<file path="src/rtl/fp_norm_round_pipe.sv">
// fp_norm_round_pipe
// Three-stage normalise / round / pack stage between the MAC adder tree and
// result writeback. Takes a sign-magnitude accumulator sum with its exponent
// context and produces a (1, EXP_W, MAN_W) floating-point word. The stages
// use valid/ready handshakes.
//   S1: leading-one detect, zero detect, signed exponent.
//   S2: normalising shift, subnormal shift, guard/sticky extraction.
//   S3: round (truncate or nearest-even), overflow/underflow, pack.
// Build option FP_NORM_SATURATE_EN: an overflow returns the largest finite
// value instead of infinity. The overflow flag is still raised.
module fp_norm_round_pipe #(
    parameter int EXP_W   = 5,
    parameter int MAN_W   = 10,
    parameter int SUM_W   = 22,
    parameter int MAXE_W  = 6,
    parameter int QF_W    = 5,
    parameter int EXP_OFS = 10,
    parameter int CNT_W   = 16
) (
    input  logic                   clk,
    input  logic                   rst,
    input  logic                   in_valid,
    output logic                   in_ready,
    input  logic                   in_sign,
    input  logic [SUM_W-1:0]       in_mag,
    input  logic [MAXE_W-1:0]      in_max_exp,
    input  logic [QF_W-1:0]        in_q_frac,
    input  logic                   rnd_mode,
    output logic                   out_valid,
    input  logic                   out_ready,
    output logic [EXP_W+MAN_W:0]   out_data,
    output logic [2:0]             out_flags,
    output logic [CNT_W-1:0]       ovf_cnt,
    input  logic                   cnt_clr,
    output logic [50:0]            number
);

    // NW is the working width. It is at least hidden bit + mantissa + guard +
    // one sticky bit, so that short sums are zero-padded below the leading one.
    localparam int NW      = (SUM_W > MAN_W + 2) ? SUM_W : MAN_W + 3;
    localparam int LW      = $clog2(NW);
    localparam int EW      = MAXE_W + 3;
    localparam int SW      = EW + MAN_W;
    localparam int EXP_MAX = (1 << EXP_W) - 1;

    // Constant tally of the cells this structure instantiates:
    // flops, adder bits and shifter/detector mux bits.
    localparam int FLOP_CELLS  = (1 + 1 + NW + LW + 1 + EW + 1)
                               + (1 + 1 + 1 + 1 + EW + MAN_W + 2)
                               + (1 + 1 + EXP_W + MAN_W + 3)
                               + CNT_W;
    localparam int ARITH_CELLS = 3 * EW + EW + SW + CNT_W;
    localparam int MUX_CELLS   = NW * LW + 2 * NW * (LW + 1) + NW;
    localparam int CELL_TOTAL  = FLOP_CELLS + ARITH_CELLS + MUX_CELLS;

    // ------------------------------------------------------------------
    // Handshake: a stage may load when it is empty or its content leaves.
    // ------------------------------------------------------------------
    logic r_v1, r_v2, r_out_valid;
    logic w_rdy1, w_rdy2, w_rdy3;

    assign w_rdy3   = !r_out_valid || out_ready;
    assign w_rdy2   = !r_v2 || w_rdy3;
    assign w_rdy1   = !r_v1 || w_rdy2;
    assign in_ready = w_rdy1;

    // ------------------------------------------------------------------
    // Stage 1: leading one, zero detect, exponent
    // ------------------------------------------------------------------
    logic [NW-1:0]        w_mag_ext;
    logic [LW-1:0]        w_lead;
    logic                 w_zero;
    logic signed [EW-1:0] w_exp;

    assign w_mag_ext = NW'(in_mag);
    assign w_zero    = (in_mag == '0);
    // E = max_exp + L - q_frac - EXP_OFS, evaluated in EW bits so it cannot wrap.
    assign w_exp     = EW'(in_max_exp) + EW'(w_lead) - EW'(in_q_frac) - EW'(EXP_OFS);

    // Priority scan: the highest set bit of the magnitude wins.
    always_comb begin
        // NOTE: the default is assigned before the loop, so every path assigns
        // w_lead and no latch is inferred.
        w_lead = '0;
        for (int i = 0; i < NW; i++) begin
            if (w_mag_ext[i]) begin
                w_lead = LW'(i);
            end
        end
    end

    logic                 r_sign1, r_zero1, r_rnd1;
    logic [NW-1:0]        r_mag1;
    logic [LW-1:0]        r_lead1;
    logic signed [EW-1:0] r_exp1;

    // Stage valid bits: each stage takes its upstream valid whenever it may load.
    always_ff @(posedge clk) begin
        // NOTE: use non-blocking assignments for all registers. Every stage
        // then samples pre-edge values and the pipeline shifts as one.
        if (rst) begin
            r_v1 <= 1'b0;
            r_v2 <= 1'b0;
        end else begin
            if (w_rdy1) r_v1 <= in_valid;
            if (w_rdy2) r_v2 <= r_v1;
        end
    end

    // Stage 1 payload capture on an accepted input beat.
    always_ff @(posedge clk) begin
        // NOTE: payload registers have no reset. The valid bits alone qualify
        // them, and a flushed pipe never exposes stale payload.
        if (w_rdy1 && in_valid) begin
            r_sign1 <= in_sign;
            r_mag1  <= w_mag_ext;
            r_lead1 <= w_lead;
            r_zero1 <= w_zero;
            r_exp1  <= w_exp;
            r_rnd1  <= rnd_mode;
        end
    end

    // ------------------------------------------------------------------
    // Stage 2: normalise, denormalise, guard/sticky
    // ------------------------------------------------------------------
    logic [NW-1:0]   w_norm;
    logic            w_sub;
    logic [EW-1:0]   w_dist;
    logic [LW:0]     w_shamt;
    logic [2*NW-1:0] w_wide;
    logic [NW-1:0]   w_den;
    logic            w_lost;
    logic [MAN_W-1:0] w_man2;
    logic            w_g2, w_s2;
    logic [EW-1:0]   w_ep2;

    // Bring the leading one to the top. For E <= 0, shift right by a further
    // 1-E (capped at NW). Bits that fall off the bottom fold into sticky.
    always_comb begin
        w_norm  = r_mag1 << (LW'(NW - 1) - r_lead1);
        w_sub   = r_exp1[EW-1] || (r_exp1 == '0);
        w_dist  = EW'(1) - r_exp1;
        w_shamt = '0;
        if (w_sub) begin
            w_shamt = (w_dist > EW'(NW)) ? (LW+1)'(NW) : w_dist[LW:0];
        end
        w_wide  = {w_norm, {NW{1'b0}}} >> w_shamt;
        w_den   = w_wide[2*NW-1 -: NW];
        w_lost  = |w_wide[NW-1:0];
        w_man2  = w_den[NW-2 -: MAN_W];
        w_g2    = w_den[NW-2-MAN_W];
        w_s2    = (|w_den[NW-3-MAN_W:0]) || w_lost;
        // The exponent field is E only while the hidden one is still in
        // place. A subnormal has shifted it out, so its field is 0.
        w_ep2   = w_den[NW-1] ? r_exp1 : '0;
    end

    logic             r_sign2, r_zero2, r_rnd2, r_g2, r_s2;
    logic [EW-1:0]    r_ep2;
    logic [MAN_W-1:0] r_man2;

    // Stage 2 payload capture when stage 1 content advances.
    always_ff @(posedge clk) begin
        if (w_rdy2 && r_v1) begin
            r_sign2 <= r_sign1;
            r_zero2 <= r_zero1;
            r_rnd2  <= r_rnd1;
            r_ep2   <= w_ep2;
            r_man2  <= w_man2;
            r_g2    <= w_g2;
            r_s2    <= w_s2;
        end
    end

    // ------------------------------------------------------------------
    // Stage 3: round, range check, pack
    // ------------------------------------------------------------------
    logic                 w_inc, w_ovf, w_unf, w_inx;
    logic [SW-1:0]        w_sum;
    logic [EW-1:0]        w_fexp;
    logic [MAN_W-1:0]     w_fman;
    logic [EXP_W+MAN_W:0] w_data3;
    logic [2:0]           w_flags3;

    // Exponent and mantissa are rounded as one number. A mantissa carry then
    // moves subnormal to min normal, or normal to the next binade.
    always_comb begin
        w_inc   = r_rnd2 && r_g2 && (r_s2 || r_man2[0]);
        w_sum   = {r_ep2, r_man2} + SW'(w_inc);
        w_fexp  = w_sum[SW-1:MAN_W];
        w_fman  = w_sum[MAN_W-1:0];
        w_ovf   = !r_zero2 && (w_fexp >= EW'(EXP_MAX));
        w_inx   = !r_zero2 && (r_g2 || r_s2 || w_ovf);
        w_unf   = 1'b0;
        w_data3 = {r_sign2, w_fexp[EXP_W-1:0], w_fman};
        if (r_zero2) begin
            w_data3 = {r_sign2, {(EXP_W + MAN_W){1'b0}}};
        end else if (w_ovf) begin
`ifdef FP_NORM_SATURATE_EN
            w_data3 = {r_sign2, {(EXP_W - 1){1'b1}}, 1'b0, {MAN_W{1'b1}}};
`else
            w_data3 = {r_sign2, {EXP_W{1'b1}}, {MAN_W{1'b0}}};
`endif
        end else begin
            w_unf = w_inx && (w_fexp == '0);
        end
        w_flags3 = {w_ovf, w_unf, w_inx};
    end

    logic [EXP_W+MAN_W:0] r_out_data;
    logic [2:0]           r_out_flags;

    // Output register. It holds steady while the consumer stalls.
    always_ff @(posedge clk) begin
        if (rst) begin
            r_out_valid <= 1'b0;
            r_out_data  <= '0;
            r_out_flags <= '0;
        end else if (w_rdy3) begin
            r_out_valid <= r_v2;
            if (r_v2) begin
                r_out_data  <= w_data3;
                r_out_flags <= w_flags3;
            end
        end
    end

    // ------------------------------------------------------------------
    // Overflow event counter: delivered overflows only, saturating.
    // ------------------------------------------------------------------
    logic [CNT_W-1:0] r_ovf_cnt;

    // Clear wins over a same-cycle increment.
    always_ff @(posedge clk) begin
        if (rst) begin
            r_ovf_cnt <= '0;
        end else if (cnt_clr) begin
            r_ovf_cnt <= '0;
        end else if (r_out_valid && out_ready && r_out_flags[2] && (r_ovf_cnt != '1)) begin
            r_ovf_cnt <= r_ovf_cnt + CNT_W'(1);
        end
    end

    assign out_valid = r_out_valid;
    assign out_data  = r_out_data;
    assign out_flags = r_out_flags;
    assign ovf_cnt   = r_ovf_cnt;
    assign number    = 51'(CELL_TOTAL);

endmodule

</file>
<file path="config.mk">
export PLATFORM = sky130hd
export DESIGN_NAME = fp_norm_round_pipe
export DESIGN_NICKNAME = d
export VERILOG_FILES = /design/src/rtl/fp_norm_round_pipe.sv
export SDC_FILE = /design/constraint.sdc
export NUM_CORES = 1
export LEC_CHECK = 0
export ABC_CLOCK_PERIOD_IN_PS = 4600
export CAP_MARGIN = 20
export CORE_ASPECT_RATIO = 1.75
export CORE_MARGIN = 1
export CORE_UTILIZATION = 50
export DETAILED_ROUTE_END_ITERATION = 10
export GPL_TIMING_DRIVEN = 0
export PLACE_DENSITY = 0.72
export SYNTH_ARGS = -nofsm -noshare
export SYNTH_HDL_FRONTEND = slang
export SYNTH_SLANG_ARGS = --single-unit
</file>
<file path="constraint.sdc">
create_clock -name clk -period 4.6 [get_ports clk]
set_input_delay 0.46 -clock clk [delete_from_list [all_inputs] [get_ports clk]]
set_output_delay 0.46 -clock clk [all_outputs]
set_load 0.03 [all_outputs]
</file>
==> results.toml, run 1 <==
[flow_run]
drv_cap = 0

[cts]
clock_latency_ps = 350
cts_buffers = 9
holdBufCountCts = 0
path_clk_slew_ps = 70
htreeDepth = 3
cts_tree = "done"
cts_buffer_depth = 2
clock-sinks = 101
root_buffer = "clkbuf_16"

[placement]
io_buffers = 76
placed_area_um2 = 8770
hpwl_um = 15600
gp_congestion = 1.05
place_inst = 1123

[floorplanning]
dieWidth_um = 94.8
core_region_area_um2 = 14800
die_y_um = 164
boundaryPins = 128
rows = 59
start_util = 0.511
die_area_um2 = 15600

[worst_hold_path]
min_path_type = "register to register"

[sta]
finalSetupTns_ps = 0
clock_skew_ps = 9.31
max_slew.worst_pin.slew_ps = 1080
finalMaxSlewViolations = 0
hold_slack_ps = 440
fin_crit_ps = 4450
period_share = 0.967
timing.fmax_ghz = 0.225
finalSetupViolations = 0
finalHoldViolCount = 0
relSlewSlack = 0.273

[worst_setup_path]
path_cells = "ha_1 -> clkbuf_1 -> clkbuf_2 -> mux4_2 -> mux2i_1 -> a2bb2oi_1 -> o2bb2ai_1 -> a211oi_1 -> a211o_1 -> nor4b_4 -> nand4_1 -> nor2_1 -> o2111ai_1"
startpoint_type = "register"
cp-end-kind = "register"
cpMaxStageDelayCell = "a2bb2oi_1"
critical_path.top_delay_family = "compound AO/OA/AOI/OAI gates"
max_stage_delay_ps = 670
cp_data_arrival_time_ps = 4530
worstPathMaxFanout = 10
path_buf_inv = 2
cp_data_required_time_ps = 4690
crit_type = "register to register"

[global_route]
grt.total_usage = 0.257
grt_pass1_wl_um = 30500
grt_max_degree = 31
antenna_found_initial = 0
grt_pass1_vias = 6339
overflow = 0

[route]
vias_per_cell = 5.73
drc = 0
dr_total_vias = 6536
drt-pass1-iter-count = 6
drt_iter0_drc = 393
avgRoutedWirePerCell_um = 16.9
totalWireLength_um = 19300
drtAntennaViolNets = 0

[pwr]
vdd_drop_max_mv = 0.177
leakagePower_nw = 3.50
power_density_nw_per_um2 = 349

[synthesis]
synth.top_cells.by_count = "nor2_1 (99), nand2_1 (67), edfxtp_1 (63)"
synth_flop_cell = "edfxtp_1"
synth.avg_cell_area_um2 = 9.28
synth.top_cell.area_share = 0.251
yosysSeqAreaShare = 0.352
yosysUniqueCellTypes = 78
synth_top_area_cell = "edfxtp_1"
syn_area_um2 = 7540
ys_top_cells_by_area = "edfxtp_1 (25%), dfxtp_1 (10%), mux4_2 (6.6%)"
synth_edf_count = 63
synth_seq_cells = 101
syn_inst = 813
yosys_warnings = 0
synth.most_common_cell = "nor2_1"
async_reset_ff_frac = 0

[final_layout]
final_nets = 1012
stdcell_count = 1140
diodes = 0
area.growth.synth_to_final_pct = 20.9
drive_gt1_frac = 0.148
final_core_util = 0.617
final_cell_area_um2 = 9110

[status]
status = "completed"
worst register-to-register path: stages, from the launching register on:
cell,delay (ps)
edfxtp_1,440
ha_1,310
clkbuf_1,420
clkbuf_2,350
mux4_2,360
mux2i_1,290
a2bb2oi_1,670
o2bb2ai_1,190
a211oi_1,100
a211o_1,300
nor4b_4,400
nand4_1,130
nor2_1,120
o2111ai_1,110
registers in the layout (all words and copies together), names as in the netlist:
name,cells
r_v2,1
r_v1,1
r_exp1,9
r_mag1,22
r_g2,1
r_sign1,1
r_zero1,1
r_rnd1,1
out_data,16
r_s2,1
r_ep2,9
r_rnd2,1
ovf_cnt,16
r_sign2,1
r_lead1,5
out_flags,3
r_man2,10
r_zero2,1
out_valid,1
routing by layer:
metal	GRT usage	part of all wire	wire length (um)	vias up
li1	-	-	-	3179
met2	0.508	0.57	11000	257
met4	0.196	0.072	1380	0
met1	0.222	0.32	6260	3021
met5	0	0	0	-
met3	0.0331	0.036	702	79
logic make-up after synthesis:
| group | after synthesis | synth area share |
|---|---|---|
| compound gates | 177 | 0.170 |
| xor+xnor | 41 | 0.0476 |
| fa+ha+maj | 20 | 0.0382 |
| simple gates | 287 | 0.183 |
| flops | 101 | 0.352 |
| buf+inv | 125 | 0.0911 |
| mux | 60 | 0.117 |
| other cells | 2 | 0.000996 |
area by class of cell:
class / count / area, um2
Clock buffer: 9 / 225
Inverter: 40 / 150
Clock inverter: 7 / 63.8
Multi-Input combinational cell: 636 / 4450
Fill cell: 1282 / 5650
Buffer: 85 / 539
Tap cell: 183 / 229
Timing Repair Buffer: 79 / 803
Sequential cell: 101 / 2650
timing repair:
| item | in CTS | in global routing |
|---|---|---|
| pin swaps | 0 | 1 |
| gates resized for setup | 1 | 11 |
| setup endpoints to repair | 1 | 2 |
| buffers inserted | 0 | 0 |
report_power, final:
group / internal [mW] / switching [mW] / total, mW
clock: 0.379 / 0.365 / 0.744
sequential: 1.06 / 0.0757 / 1.13
combinational: 0.514 / 0.787 / 1.30
total: 1.95 / 1.23 / 3.18
metrics by stage:
stage	total power, mW	worst slack, ps
2_1_floorplan	2.09	787
3_3_place_gp	2.40	-113
3_5_place_dp	2.41	-160
4_1_cts	3.15	48.2
5_1_grt	3.34	-5.14
6_report	3.18	153
final timing paths:
| kind | slack (ps) | endpoint | start | depth (start not counted) |
|---|---|---|---|---|
| min | 440 | r_sign2$_DFFE_PP_ | r_sign1$_DFFE_PP_ | 0 |
| max | 150 | r_s2$_DFFE_PP_ | r_lead1[1]$_DFFE_PP_ | 13 |
| min reg2reg | 440 | r_sign2$_DFFE_PP_ | r_sign1$_DFFE_PP_ | 0 |
| max reg2reg | 150 | r_s2$_DFFE_PP_ | r_lead1[1]$_DFFE_PP_ | 13 |
placed cells by master (no fill, tap or decap), types with 4 or more instances in the layout:
cell,count
o21ai_1,4
nand2_1,67
inv_6,4
nand4_1,8
mux4_2,22
inv_1,40
a31oi_1,4
clkbuf_1,22
conb_1,51
nor3_1,19
nand3_1,27
xor2_1,22
clkbuf_16,9
o21ai_0,17
nor3b_1,5
xnor2_1,18
dfxtp_1,38
nor2_1,98
fa_1,4
o22ai_1,7
and3_1,8
ha_1,15
mux2i_1,28
o31ai_1,6
mux2_2,8
and2_1,15
buf_4,52
o211ai_1,6
nand2b_1,4
clkdlybuf4s50_1,76
a21oi_1,43
a22oi_1,14
o32ai_1,4
a211oi_1,11
or3_1,7
o21bai_1,9
buf_2,6
edfxtp_1,63
nor4_1,11
No activity file was read; power rests on OpenSTA's default activity.
==> run 2: changes to the inputs <==
- CTS_BUF_LIST: not set -> sky130_fd_sc_hd__clkbuf_8
==> run 2 against run 1 <==
  * Combinational power is essentially flat
  * Setup slack gained 160 ps
  * Sequential cell count unchanged
  * Non-clock buffer count shrank 1
  * Total power shrank 6.2%
  * Fmax rose by 3.7%
==> results.toml, run 2 (synthesized netlist as in run 1, its figures left out) <==
[cts]
htreeDepth = 3
clock_latency_ps = 390
cts_buffers = 9
clock-sinks = 101
post-cts-setup-buffers = 0
cts_tree = "done"
cts_buffer_depth = 2
root_buffer = "clkbuf_8"
holdBufCountCts = 0
path_clk_slew_ps = 100
cts_resized = 0

[sta]
finalMaxSlewViolations = 0
clock_skew_ps = 12.5
max_slew.worst_pin.slew_ps = 1090
finalSetupViolations = 0
fin_crit_ps = 4290
timing.fmax_ghz = 0.233
finalHoldViolCount = 0
period_share = 0.932
hold_slack_ps = 446
rsz0062_at_grt = "false"
relSlewSlack = 0.265

[flow_run]
drv_cap = 0

[worst_hold_path]
min_path_type = "register to register"

[placement]
io_buffers = 76
hpwl_um = 15600
place_inst = 1123
gp_congestion = 1.05

[worst_setup_path]
cp_data_required_time_ps = 4730
path_buf_inv = 1
crit_top_cell = "mux2i_1"
crit_type = "register to register"
worstPathMaxFanout = 10
cp_data_arrival_time_ps = 4420
cpMaxStageDelayCell = "mux4_2"
max_stage_delay_ps = 600
critical_path.top_delay_family = "multiplexers"
cp-end-kind = "register"
path_cells = "ha_1 -> clkbuf_2 -> mux4_2 -> nand2_1 -> nand2_1 -> mux2i_1 -> mux2i_1 -> mux2i_1 -> nand3_1 -> a211oi_1 -> a32o_1 -> o2111ai_1"
startpoint_type = "register"

[final_layout]
area.growth.synth_to_final_pct = 19.3
final_nets = 1011
final_common_cell = "nor2_1"
drive_gt1_frac = 0.145
stdcell_count = 1139
mostFrequentLayoutCells = "nor2_1 (98), clkdlybuf4s50_1 (76), nand2_1 (67)"
top_register = "r_mag1"
multi_input_area_um2 = 4440
diodes = 0
final_core_util = 0.609
largest_reg_flops = 22
final-seq-area_um2 = 2650
fill_cells = 1298

[floorplanning]
core_region_area_um2 = 14800
die_area_um2 = 15600
die_y_um = 164
dieWidth_um = 94.8
start_util = 0.511
rows = 59
boundaryPins = 128

[status]
status = "completed"

[pwr]
power_density_nw_per_um2 = 332
pwr-share-comb = 0.434
vdd_drop_max_mv = 0.160
leakagePower_nw = 3.45
seqPwrFrac = 0.380
switching_share = 0.404
p_int_mw = 1.78
power.switching_mw = 1.20
power_mw = 2.98
power_frac_clock = 0.186

[route]
avgRoutedWirePerCell_um = 16.8
totalWireLength_um = 19100
vias_per_cell = 5.72
drc = 0
drtAntennaViolNets = 0
dr_total_vias = 6516
drt_iter0_drc = 398
drt-pass1-iter-count = 5

[global_route]
grt_pass1_wl_um = 30400
overflow = 0
grt_pass1_vias = 6366
grt.total_usage = 0.256
antenna_found_initial = 0
grt_max_degree = 31
## run 2: cell types whose count changed in the layout (fill, tap and decap cells not counted)
cell       change
mux2i_2        -1
fa_2           -1
clkbuf_1       -1
mux2i_1        +1
clkbuf_16      -9
o41ai_2        -1
clkbuf_8       +9
fa_1           +1
o41ai_1        +1
## run 2: path summary, 6_finish.rpt
| kind | startpoint | endpoint | slack (ps) | cells after the start |
|---|---|---|---|---|
| hold reg to reg | r_sign1$_DFFE_PP_ | r_sign2$_DFFE_PP_ | 450 | 0 |
| setup reg to reg | r_lead1[1]$_DFFE_PP_ | r_s2$_DFFE_PP_ | 310 | 12 |
| hold / removal | r_sign1$_DFFE_PP_ | r_sign2$_DFFE_PP_ | 450 | 0 |
| setup / recovery | r_lead1[1]$_DFFE_PP_ | r_s2$_DFFE_PP_ | 310 | 12 |
## run 2: routing by layer
layer,up-vias,part of all wire,track usage
li1,3174,-,-
met1,3009,0.32,0.218
met2,242,0.56,0.501
met3,91,0.035,0.0424
met4,0,0.082,0.202
met5,-,0,0
## run 2: power groups by stage
| stage | clock [mW] | sequential [mW] | combinational, mW |
|---|---|---|---|
| final | 0.554 | 1.13 | 1.29 |
| after global routing | 0.601 | 1.14 | 1.41 |
| after CTS | 0.558 | 1.13 | 1.26 |
| after detailed placement | 0 | 1.15 | 1.26 |
| after global placement | 0 | 1.15 | 1.25 |
| after floorplan | 0 | 1.14 | 0.958 |
## run 2: metrics by stage
step                      setup slack [ps]  setup TNS (ps)  cell area (um2)
after floorplan                        787               0             7720
after global placement                -113            -113             8710
after detailed placement              -160            -167             8770
after CTS                             1.03               0             8960
after global routing                  28.5               0             8990
final                                  313               0             8990
## run 2: worst reg2reg max path, cell delays in order, from the launching register on
cell and delay, ps:
edfxtp_1 460, ha_1 570, clkbuf_2 330, mux4_2 600, nand2_1 120, nand2_1 60, mux2i_1 490, mux2i_1 230
mux2i_1 390, nand3_1 130, a211oi_1 350, a32o_1 220, o2111ai_1 90
## run 2: final cells by class
class                   count  area share
repair buffers             79      0.0893
inverters                  40      0.0167
clock inverters             7     0.00709
well taps                 183      0.0255
multi-input cells         636       0.493
clock buffers               9      0.0138
plain buffers              84      0.0595
flip-flops and latches    101       0.295
==> run 3: changes to the inputs <==
- CELL_PAD_IN_SITES_DETAIL_PLACEMENT: not set -> 0
- CELL_PAD_IN_SITES_GLOBAL_PLACEMENT: not set -> 2
- CORE_UTILIZATION: 50 -> 34
- PLACE_DENSITY: 0.72 -> 0.79
- REMOVE_ABC_BUFFERS: not set -> 1
- SKIP_LAST_GASP: not set -> 1
==> run 3 against run 2 <==
  * Die area grew 46%
  * Total power shrank 1.5%
  * Combinational power shrank 3%
  * Register-to-register slack got worse by 180 ps
  * Critical path depth shrank 1
  * Utilization fell by 20 points
  * Largest power group unchanged
==> results.toml, run 3 (synthesized netlist as in run 1, its figures left out) <==
[status]
status = "completed"

[final_layout]
drive_gt1_frac = 0.106
diodes = 0
mostFrequentLayoutCells = "nor2_1 (98), clkdlybuf4s50_1 (76), nand2_1 (67)"
top_register = "r_mag1"
final_common_cell = "nor2_1"
area.growth.synth_to_final_pct = 16.0
largest_reg_flops = 22
final_nets = 942

[cts]
root_buffer = "clkbuf_8"
path_clk_slew_ps = 110
cts_buffer_depth = 2
htreeDepth = 3
clock_latency_ps = 410
clock-sinks = 101
cts_buffers = 9
cts_tree = "done"

[worst_setup_path]
cp-end-kind = "register"
cp_data_arrival_time_ps = 4560
startpoint_type = "register"
reg2reg_setup_slack_ps = 140
crit_type = "register to register"
worstReg2RegStart = "r_lead1[0]$_DFFE_PP_"
max_stage_delay_ps = 750
critPathCapture = "r_s2$_DFFE_PP_"
path_cells = "buf_16 -> mux4_2 -> a2bb2oi_2 -> a2bb2oi_1 -> o22ai_1 -> a31o_2 -> a211o_1 -> nor4b_4 -> nand4_1 -> nor2_1 -> o2111ai_1"
cpMaxStageDelayCell = "edfxtp_1"
reg2reg_to = "r_s2$_DFFE_PP_"
reg2reg_depth = 11
worstPathMaxFanout = 21
startpoint = "r_lead1[0]$_DFFE_PP_"
cp_data_required_time_ps = 4700

[sta]
max_slew.worst_pin.slew_ps = 927
clock_skew_ps = 13.3
finalHoldViolCount = 0
relSlewSlack = 0.382
timing.fmax_ghz = 0.224
finalMaxSlewViolations = 0
fin_ws_ps = 136
fin_crit_ps = 4460
period_share = 0.970
finalSetupViolations = 0
rsz0062_at_grt = "true"

[worst_hold_path]
min_path_type = "register to register"

[placement]
gp_congestion = 0.848
preCtsSetupSlack_ps = -847
io_buffers = 76
hpwl_um = 15000

[floorplanning]
dieWidth_um = 115
core_region_area_um2 = 21600
die_area_um2 = 22800
boundaryPins = 128
rows = 71
start_util = 0.349
die_y_um = 199

[global_route]
grt_pass1_wl_um = 30000
overflow = 0
grt_pass1_vias = 5828
grt.total_usage = 0.174
antenna_found_initial = 0
grt_max_degree = 30

[pwr]
power_mw = 2.94
power_density_nw_per_um2 = 336
leakagePower_nw = 3.18
vdd_drop_max_mv = 0.118

[route]
drt-pass1-iter-count = 4
vias_per_cell = 5.15
dr_total_vias = 6071
drtAntennaViolNets = 0
avgRoutedWirePerCell_um = 16.2
drt_iter0_drc = 276
drc = 0
totalWireLength_um = 19100

[flow_run]
drv_cap = 0
[run 3: cell types whose count changed in the layout (fill, tap and decap cells not counted), sizes merged]
cell	previous run	this run
nand2	68	69
buf	63	14
clkinv	2	3
clkbuf	33	11
a211oi	15	16
clkinvlp	1	0
[run 3: where the power goes]
part	internal (mW)	switching, mW
Combinational	0.492	0.760
Clock	0.199	0.339
Sequential	1.06	0.0890
[run 3: timing repair]
item	4_1_cts	5_1_grt
setup endpoints to repair	2	3
pin swaps	1	7
buffers inserted	3	6
gates resized for setup	6	8
hold buffers	0	0
cloned	1	1
[run 3: final cells by class]
cell class | instances | area, um2
repair buffers | 92 | 925
well taps | 292 | 365
flip-flops and latches | 101 | 2650
inverters | 40 | 150
clock inverters | 7 | 47.5
fillers | 2223 | 12800
multi-input cells | 638 | 4490
clock buffers | 9 | 124
[run 3: metal layers]
| layer | GRT usage | part of all wire | vias up | routed length, um |
|---|---|---|---|---|
| li1 | - | - | 3022 | - |
| met1 | 0.157 | 0.35 | 2869 | 6620 |
| met2 | 0.353 | 0.58 | 138 | 11200 |
| met3 | 0.0244 | 0.028 | 42 | 533 |
| met4 | 0.105 | 0.042 | 0 | 804 |
| met5 | 0 | 0 | - | 0 |
[run 3: metrics by stage]
stage / cells / area, um2 / hold slack [ps] / utilization / TNS (ps)
5_1_grt: 1179 / 8750 / 439 / 0.405 / -3.56
3_5_place_dp: 1150 / 8410 / 406 / 0.390 / -1330
3_3_place_gp: 1145 / 8310 / 403 / 0.385 / -1230
4_1_cts: 1170 / 8660 / 433 / 0.401 / 0
6_report: 1179 / 8750 / 434 / 0.405 / 0
2_1_floorplan: 777 / 7190 / 400 / - / 0
[run 3: worst max-delay path: cells and delay by family (launching register included)]
kind | cells | cell delay, ps
flip-flops | 1 | 750
AO/OA/AOI/OAI | 6 | 1940
buffers and inverters | 1 | 250
multiplexers | 1 | 540
AND/OR/NAND/NOR | 3 | 660
[run 3: how the worst min path moves through the flow]
stage / from / end / depth (start not counted) / slack [ps]
floorplan: r_rnd1$_DFFE_PP_ / r_rnd2$_DFFE_PP_ / 0 / 400
finish: r_sign1$_DFFE_PP_ / r_sign2$_DFFE_PP_ / 0 / 430
CTS: r_sign1$_DFFE_PP_ / r_sign2$_DFFE_PP_ / 0 / 430
global route: r_sign1$_DFFE_PP_ / r_sign2$_DFFE_PP_ / 0 / 440
global placement: r_sign1$_DFFE_PP_ / r_sign2$_DFFE_PP_ / 0 / 400
detailed placement: r_sign1$_DFFE_PP_ / r_sign2$_DFFE_PP_ / 0 / 410
